## src/rtl/serial_link_arbiter.sv

```systemverilog
// rtl/serial_link_arbiter.sv - round-robin burst arbiter sharing one serial link among several word streams
//
// Purpose:
//   Grants the downstream link to one requesting channel at a time. A grant
//   lasts for exactly N_SAMPLES accepted words, so that every sample frame
//   stays contiguous on the link. Between bursts the arbiter spends one IDLE
//   cycle choosing the next channel. The search starts at a rotating priority
//   pointer, which moves to the channel after the one that just finished.
//
// Ports:
//   clk        - clock; all state changes on the rising edge
//   reset      - synchronous, active-high reset
//   recv_msg   - flattened request words; channel c at [c*BIT_WIDTH +: BIT_WIDTH]
//   recv_val   - per-channel valid
//   recv_rdy   - per-channel ready (only the granted channel ever sees send_rdy)
//   send_msg   - word forwarded to the link
//   send_val   - link valid
//   send_rdy   - link ready
//   send_chan  - source channel of send_msg
//   send_last  - high while the final word of a burst is presented

module serial_link_arbiter #(
  parameter int BIT_WIDTH  = 32,
  parameter int N_CHANNELS = 4,
  parameter int N_SAMPLES  = 8
) (
  input  logic                             clk,
  input  logic                             reset,
  input  logic [N_CHANNELS*BIT_WIDTH-1:0]  recv_msg,
  input  logic [N_CHANNELS-1:0]            recv_val,
  output logic [N_CHANNELS-1:0]            recv_rdy,
  output logic [BIT_WIDTH-1:0]             send_msg,
  output logic                             send_val,
  input  logic                             send_rdy,
  output logic [$clog2(N_CHANNELS)-1:0]    send_chan,
  output logic                             send_last
);

  localparam int GW = $clog2(N_CHANNELS);
  localparam int CW = $clog2(N_SAMPLES) + 1;

  localparam logic [CW-1:0] LAST_CNT = CW'(N_SAMPLES - 1);
  localparam logic [GW-1:0] LAST_CH  = GW'(N_CHANNELS - 1);
  localparam logic [GW:0]   NCH      = (GW + 1)'(N_CHANNELS);

  generate
    if (N_CHANNELS < 2) begin : g_bad_nch
      $error("serial_link_arbiter: N_CHANNELS must be at least 2");
    end
    if (N_SAMPLES < 1) begin : g_bad_nsamp
      $error("serial_link_arbiter: N_SAMPLES must be at least 1");
    end
  endgenerate

  typedef enum logic {
    IDLE  = 1'b0,
    BURST = 1'b1
  } state_e;

  state_e          state_q, state_d;
  logic [GW-1:0]   grant_q, grant_d;
  logic [GW-1:0]   ptr_q,   ptr_d;
  logic [CW-1:0]   count_q, count_d;

  // Per-channel view of the flattened request bus.
  logic [BIT_WIDTH-1:0] chan_msg [N_CHANNELS];

  for (genvar g = 0; g < N_CHANNELS; g++) begin : g_unpack
    assign chan_msg[g] = recv_msg[g*BIT_WIDTH +: BIT_WIDTH];
  end

  // Rotate the request vector so that bit 0 is the channel at ptr_q. The
  // lowest set bit is then the distance from ptr_q to the winner.
  logic [2*N_CHANNELS-1:0] req_dbl;
  logic [N_CHANNELS-1:0]   req_rot;
  logic                    pick_found;
  logic [GW-1:0]           pick_off;
  logic [GW:0]             pick_sum;
  logic [GW-1:0]           pick_idx;

  assign req_dbl = {recv_val, recv_val};
  assign req_rot = N_CHANNELS'(req_dbl >> ptr_q);

  always_comb begin
    pick_found = 1'b0;
    pick_off   = '0;
    // Scan from the far end so the nearest requester is the last one written.
    for (int i = N_CHANNELS - 1; i >= 0; i--) begin
      if (req_rot[i]) begin
        pick_found = 1'b1;
        pick_off   = GW'(i);
      end
    end
  end

  // ptr + offset, wrapped modulo N_CHANNELS. This also works when
  // N_CHANNELS is not a power of two.
  always_comb begin
    pick_sum = {1'b0, ptr_q} + {1'b0, pick_off};
    if (pick_sum >= NCH) begin
      pick_idx = GW'(pick_sum - NCH);
    end else begin
      pick_idx = GW'(pick_sum);
    end
  end

  logic xfer;
  logic at_last;

  assign at_last = (count_q == LAST_CNT);
  assign xfer    = (state_q == BURST) && recv_val[grant_q] && send_rdy;

  // State register
  always_ff @(posedge clk) begin
    if (reset) begin
      state_q <= IDLE;
      grant_q <= '0;
      ptr_q   <= '0;
      count_q <= '0;
    end else begin
      state_q <= state_d;
      grant_q <= grant_d;
      ptr_q   <= ptr_d;
      count_q <= count_d;
    end
  end

  // Next-state logic
  always_comb begin
    state_d = state_q;
    grant_d = grant_q;
    ptr_d   = ptr_q;
    count_d = count_q;
    unique case (state_q)
      IDLE: begin
        if (pick_found) begin
          grant_d = pick_idx;
          count_d = '0;
          state_d = BURST;
        end
      end
      BURST: begin
        // The grant is held until the frame completes. A stalled requester
        // only pauses the count and never gives up the link.
        if (xfer) begin
          if (at_last) begin
            state_d = IDLE;
            count_d = '0;
            ptr_d   = (grant_q == LAST_CH) ? '0 : grant_q + 1'b1;
          end else begin
            count_d = count_q + 1'b1;
          end
        end
      end
      default: begin
        state_d = IDLE;
      end
    endcase
  end

  // Output logic
  always_comb begin
    send_val  = 1'b0;
    send_msg  = '0;
    send_chan = '0;
    send_last = 1'b0;
    recv_rdy  = '0;
    if (state_q == BURST) begin
      send_val           = recv_val[grant_q];
      send_msg           = chan_msg[grant_q];
      send_chan          = grant_q;
      send_last          = at_last;
      recv_rdy[grant_q]  = send_rdy;
    end
  end

endmodule

```

## config.mk

```make
export PLATFORM = sky130hd
export DESIGN_NAME = serial_link_arbiter
export DESIGN_NICKNAME = d
export VERILOG_FILES = /design/src/rtl/serial_link_arbiter.sv
export SDC_FILE = /design/constraint.sdc
export NUM_CORES = 1
export LEC_CHECK = 0
export ABC_AREA = 1
export ABC_CLOCK_PERIOD_IN_PS = 5200
export BUFFER_PORTS_ARGS = -buffer_cell sky130_fd_sc_hd__buf_2
export CAP_MARGIN = 20
export CORE_MARGIN = 1
export CORE_UTILIZATION = 40
export CTS_CLUSTER_DIAMETER = 150
export CTS_CLUSTER_SIZE = 16
export DETAILED_ROUTE_END_ITERATION = 10
export PLACE_DENSITY = 0.88
export SYNTH_ARGS = -nofsm -noshare
export SYNTH_HDL_FRONTEND = slang
export SYNTH_SLANG_ARGS = --single-unit
```

## constraint.sdc

```tcl
create_clock -name clk -period 5.2 [get_ports clk]
set_clock_uncertainty 0.2 [all_clocks]
set_input_delay 0.52 -clock clk [delete_from_list [all_inputs] [get_ports clk]]
set_output_delay 0.52 -clock clk [all_outputs]
set_load 0.005 [all_outputs]
```

==> reports/qor.yml, run 1 <==
synth:
  yosys.area.top_type: "nor2_1"
  synth_common_cells: "nor2_1, o21ai_0, a21oi_1"
  ys.flop_type: "dfxtp_1"
  yosysMostFrequentCell: "nor2_1"
  yosysSeqAreaShare: 0.1007
  synth.ff_latch_count: 9
  netlist_top_cells_area: "nor2_1, o21ai_0, a21oi_1"
  syn_area_sq_um: 1789
  yosys_warnings: 0
  async_flop_share: 0
  synth_edf_count: 0
  yosysTopAreaCellShare: 0.2979
  synth_area_per_cell_sq_um: 4.943
  synth_cell_types: 24
  synth_cells: 362
  synth_fp_nets: 503
finish:
  antennaDiodeCount: 0
  stdcell_count: 566
  drive_gt1_frac: 0.3702
  area_growth_pct: 48.88
  nets: 658
die:
  initial_core_util: 0.4318
  die_height_microns: 68.88
  core.rowCount: 23
  fp.coreArea_sq_um: 4144
  ios: 175
  die_area_sq_um: 4744
  die_w_microns: 68.88
critical_path:
  max_stage_delay_ns: 0.36
  crit_path_start_kind: "flip-flop"
  crit_arrival_ns: 1.87
  criticalPathCategory: "flip-flop to output pin"
  worst_setup_path_end_kind: "output pin"
  cp_max_fo: 37
  crit_slowest_cell: "inv_2"
  path_cells: "buf_4 -> inv_2 -> nor2_1 -> o21ai_1 -> nand2_1 -> inv_1 -> nor2_1 -> buf_2"
  cp_common_cell: "nor2_1"
  cp_top_family: "buffers and inverters"
  r2r_setup_slack_ns: 3.01
  cp.buffers_inverters: 4
  required_ns: 4.48
routing:
  first_pass_iters: 4
  drc_errors: 0
  vias_per_cell: 5.071
  wl_per_cell_microns: 12.45
  drtIter0Drc: 170
  vias: 2870
  ant_nets: 0
  wirelength_microns: 7045
clock_tree:
  clock_sinks: 9
  cts_resized: 0
  clkSlewWorstSetupHoldPaths_ns: 0.05
  cts_root_buffer: "clkbuf_8"
  hold_buffers: 0
  cts-buffers-inserted: 3
  htreeDepth: 1
  post_cts_buffers: 0
  cts_tree: "done"
  clk_path_buf_depth: 2
  insertion_delay_ns: 0.24
timing:
  worst_pin_slew_ns: 0.8756
  grt_setup_unrepaired: "no"
  timing.final.crit_share: 0.4972
  period_needed_ns: 2.586
  maxSlewViolCount: 0
  finalHoldViolCount: 0
  slew-limit-headroom: 0.4154
  setup_tns_ns: 0
  worst_slack_ns: 2.614
  fmax_mhz: 386.7
  finalSetupViolations: 0
job:
  maxCapViolations: 0
placement:
  numPortBuffers: 174
  dp_slack_ns: 2.857
  dp_hpwl_microns: 5095
  gp_congestion: 0.8951
  placed_cells: 562
global_routing:
  grt_pass1_vias: 2266
  grt_overflow: 0
  grt_max_degree: 71
  antenna_found_initial: 0
  track_usage: 0.2660
  grt_pass1_wl_microns: 9756
power:
  power.total_uw: 384.3
  p_leak_nw: 1.473
  cellPowerDensity_nw_per_um2: 144.3
  max-vdd-ir-drop_mv: 0.1976
status:
  status: "finished, final reports clean"
min_path:
  hp-class: "flip-flop to flip-flop"
-- sequential cells by signal (all words and copies together), names as in the netlist --
signal   count
count_q      4
grant_q      2
ptr_q        2
state_q      1
-- tightest hold or removal path, cell delays in order (launching register included) --
cell and delay (ns):
dfxtp_1 0.32, nand3_1 0.08, a21oi_1 0.05
-- stage by stage --
step                        util  instance area [sq um]  hold WS [ns]
after floorplan                -                   1789        0.2532
after global placement    0.6319                   2619        0.2817
after detailed placement  0.6319                   2619        0.2973
after CTS                 0.6428                   2664        0.3060
after global routing      0.6428                   2664        0.3310
final                     0.6428                   2664        0.3024
-- placed cells by master (no fill, tap or decap), drive strengths merged --
master / n
nand2: 30
a21boi: 1
ha: 6
nor3: 1
buf: 176
clkbuf: 4
nand3: 16
dfxtp: 9
o21ai: 69
nor2: 142
nor3b: 1
inv: 17
nor4: 1
xor2: 2
nand4: 1
a21oi: 40
-- metal layers --
metal | wire length (microns) | vias up | part of all wire | track usage
li1 | - | 1488 | - | -
met1 | 2803 | 1260 | 0.40 | 0.3056
met2 | 3585 | 111 | 0.51 | 0.5049
met3 | 567 | 11 | 0.080 | 0.04770
met4 | 88 | 0 | 0.012 | 0.05357
met5 | 0 | - | 0 | 0
-- path summary, 6_finish.rpt --
check	startpoint	to	cells after the start
min reg2reg	count_q[1]$_SDFFE_PP0P_	count_q[1]$_SDFFE_PP0P_	2
max reg2reg	grant_q[1]$_SDFFE_PP0P_	state_q$_SDFF_PP0_	10
max	grant_q[1]$_SDFFE_PP0P_	send_val	8
min	count_q[1]$_SDFFE_PP0P_	count_q[1]$_SDFFE_PP0P_	2
-- kinds of logic after synthesis --
group	synth area share
xor gates and xnor gates	0.009792
AOI/OAI and AO/OA	0.3154
buffers and inverters	0.1028
DFF	0.1007
and+or+nand+nor	0.4294
adders and majority gates	0.04196
-- final cells by class --
class / count / area (sq um)
clock buffer: 4 / 45.04
timing repair buffer: 176 / 885.9
inverter: 17 / 63.81
tap: 50 / 62.56
multi-input combinational: 310 / 1425
sequential: 9 / 181.4
fill: 407 / 1480
-- report_power, final --
part           switching [mW]  total (mW)  leakage, nW  internal [mW]
clock                  0.0290      0.0825       0.0228         0.0535
sequential            0.00284      0.0749       0.0737         0.0721
combinational           0.128       0.227         1.38         0.0993
(Power assumes the default switching activity.)
==> run 2, diff against run 1 <==
Settings changed: ABC_CLOCK_PERIOD_IN_PS 5200 to 2640, CORE_UTILIZATION 40 to 37, PLACE_DENSITY 0.88 to 0.82.
Clock period 5.2 ns to 2.64 ns, I/O delays scaled along.
==> run 2 against run 1 <==
Global-route usage shrank 0.16 points. Critical path type unchanged. Sequential share of layout area shrank 0.088 points. Final cell count grew 0.53%. Combinational power grew 100%. Sequential power grew 98%. Via count is essentially flat. Worst hold slack lost 0.21 ns. Register-to-register slack lost 2.3 ns. Die area grew 7.9%. Wire length shrank 0.75%. Non-clock buffer count grew 1.
==> reports/qor.yml, run 2 (synthesized netlist as in run 1, its figures left out) <==
die:
  die_height_microns: 71.54  # +3.9%
  fp.coreArea_sq_um: 4504  # +8.7%
  die_w_microns: 71.54  # +3.9%
  initial_core_util: 0.3972  # -0.03454
  die_area_sq_um: 5118  # +7.9%
  core.rowCount: 24  # +4.3%
  ios: 175  # unchanged
global_routing:
  grt_pass1_vias: 2620  # +16%
  antenna_found_initial: 0  # unchanged
  track_usage: 0.2644  # -0.001581
  grt_max_degree: 71  # unchanged
  grt_overflow: 0  # unchanged
  grt_pass1_wl_microns: 11140  # +14%
critical_path:
  r2r_start: "ptr_q[0]$_SDFFE_PP0P_"
  startpoint: "grant_q[0]$_SDFFE_PP0P_"
  cp_max_fo: 41  # +11%
  cp_top_family: "buffers and inverters"
  timing.rr.end: "grant_q[1]$_SDFFE_PP0P_"
  rr_worst_depth: 10  # unchanged
  cp.buffers_inverters: 3  # -1
  crit_arrival_ns: 1.58  # -0.29 ns
  crit_end: "send_msg[0]"
  path_cells: "inv_2 -> buf_12 -> o21ai_0 -> a21oi_1 -> buf_2"
  max_stage_delay_ns: 0.34  # -0.02 ns
  crit_path_start_kind: "flip-flop"
  crit_cells: 5  # -3
  worst_setup_path_end_kind: "output pin"
  criticalPathCategory: "flip-flop to output pin"
  crit_slowest_cell: "inv_2"
  r2r_setup_slack_ns: 0.66  # -2.35 ns
  required_ns: 2.18  # -2.30 ns
min_path:
  hp-class: "primary input to flip-flop"
clock_tree:
  clkSlewWorstSetupHoldPaths_ns: 0.05  # about the same
  hold_buffers: 0  # unchanged
  insertion_delay_ns: 0.23  # about the same
  post_cts_buffers: 0  # unchanged
  cts_resized: 0  # unchanged
  cts-buffers-inserted: 3  # unchanged
  cts_root_buffer: "clkbuf_8"
  cts_tree: "done"
  htreeDepth: 1  # unchanged
  clk_path_buf_depth: 2  # unchanged
  clock_sinks: 9  # unchanged
timing:
  setup_tns_ns: 0  # unchanged
  period_needed_ns: 2.044
  hold_ws_ns: 0.09096  # -0.2114 ns
  slew-limit-headroom: 0.5370  # +0.1215
  maxSlewViolCount: 0  # unchanged
  timing.final.crit_share: 0.7743
  finalHoldViolCount: 0  # unchanged
  grt_setup_unrepaired: "no"
  worst_pin_slew_ns: 0.6935  # -0.1821 ns
  finalSetupViolations: 0  # unchanged
  fmax_mhz: 489.2
  worst_slack_ns: 0.5959  # -2.018 ns
routing:
  drc_errors: 0  # unchanged
  drtIter0Drc: 173  # +1.8%
  ant_nets: 0  # unchanged
  first_pass_iters: 5  # +1
  routed-wl-met2_microns: 3522  # -1.8%
  vias_per_cell: 5.046  # -0.49%
  route.met3.wl_microns: 610  # +7.6%
  vias: 2871  # +0.035%
  top_layer_used: "met4"
  met1_length_microns: 2737  # -2.4%
  wirelength_microns: 6992  # -0.75%
  wl_per_cell_microns: 12.29  # -1.3%
power:
  p_leak_nw: 1.486  # +0.92%
  max-vdd-ir-drop_mv: 0.4690  # +140%
  cellPowerDensity_nw_per_um2: 283.2  # +96%
finish:
  largest_reg_flops: 4  # unchanged
  stdcell_count: 569  # +0.53%
  drive_gt1_frac: 0.3714  # +0.001218
  antennaDiodeCount: 0  # unchanged
  layout_commonest_cell: "buf_2"
  regMostFlops: "count_q"
  mostFrequentLayoutCells: "buf_2, nor2_1, o21ai_0"
  largest_registers: "count_q: 4 flops, grant_q: 2 flops, ptr_q: 2 flops"
  nets: 659  # +0.15%
  area_growth_pct: 50.84
placement:
  placed_cells: 565  # +0.53%
  gp_congestion: 0.8823  # -1.4%
  dp_slack_ns: 0.6769  # -2.180 ns
  dp_hpwl_microns: 5215  # +2.4%
  numPortBuffers: 174  # unchanged
status:
  status: "finished, final reports clean"
job:
  maxCapViolations: 0  # unchanged
## run 2: cell count changes in the layout (fill, tap and decap cells not counted), sizes merged
cell / delta
buf: +1
## run 2: layout make-up
class / count / area (sq um)
fillers: 459 / 1805
multi-input cells: 310 / 1425
repair buffers: 177 / 918.4
flip-flops and latches: 9 / 181.4
well taps: 52 / 65.06
inverters: 17 / 63.81
clock buffers: 4 / 45.04
## run 2: how the worst min path moves through the flow
stage,end,slack [ns],from,depth (start not counted)
4_1_cts,ptr_q[1]$_SDFFE_PP0P_,0.07,reset,2
6_report,ptr_q[1]$_SDFFE_PP0P_,0.09,reset,2
3_5_place_dp,count_q[0]$_SDFFE_PP0P_,0.28,count_q[0]$_SDFFE_PP0P_,1
5_1_grt,state_q$_SDFF_PP0_,0.09,reset,2
3_3_place_gp,count_q[0]$_SDFFE_PP0P_,0.28,count_q[0]$_SDFFE_PP0P_,1
2_1_floorplan,count_q[1]$_SDFFE_PP0P_,0.13,reset,1
## run 2: per-stage QoR
stage          cell area (sq um)  utilization  power (mW)
2_1_floorplan               1789            -      0.4096
4_1_cts                     2699       0.5992      0.7707
6_report                    2699       0.5992      0.7642
5_1_grt                     2699       0.5992      0.8432
3_3_place_gp                2654       0.5892      0.5967
3_5_place_dp                2654       0.5892      0.6032
## run 2: where the power goes
part	leakage, nW	internal (mW)	switching, mW
combinational	1.39	0.204	0.251
sequential	0.0737	0.142	0.00609
clock	0.0228	0.105	0.0558
total	1.49	0.451	0.313
## run 2: routing by layer
layer  track usage  up-vias
li1              -     1491
met3       0.05345       14
met4       0.07190        0
met2        0.5079      122
met5             0        -
met1        0.2938     1244
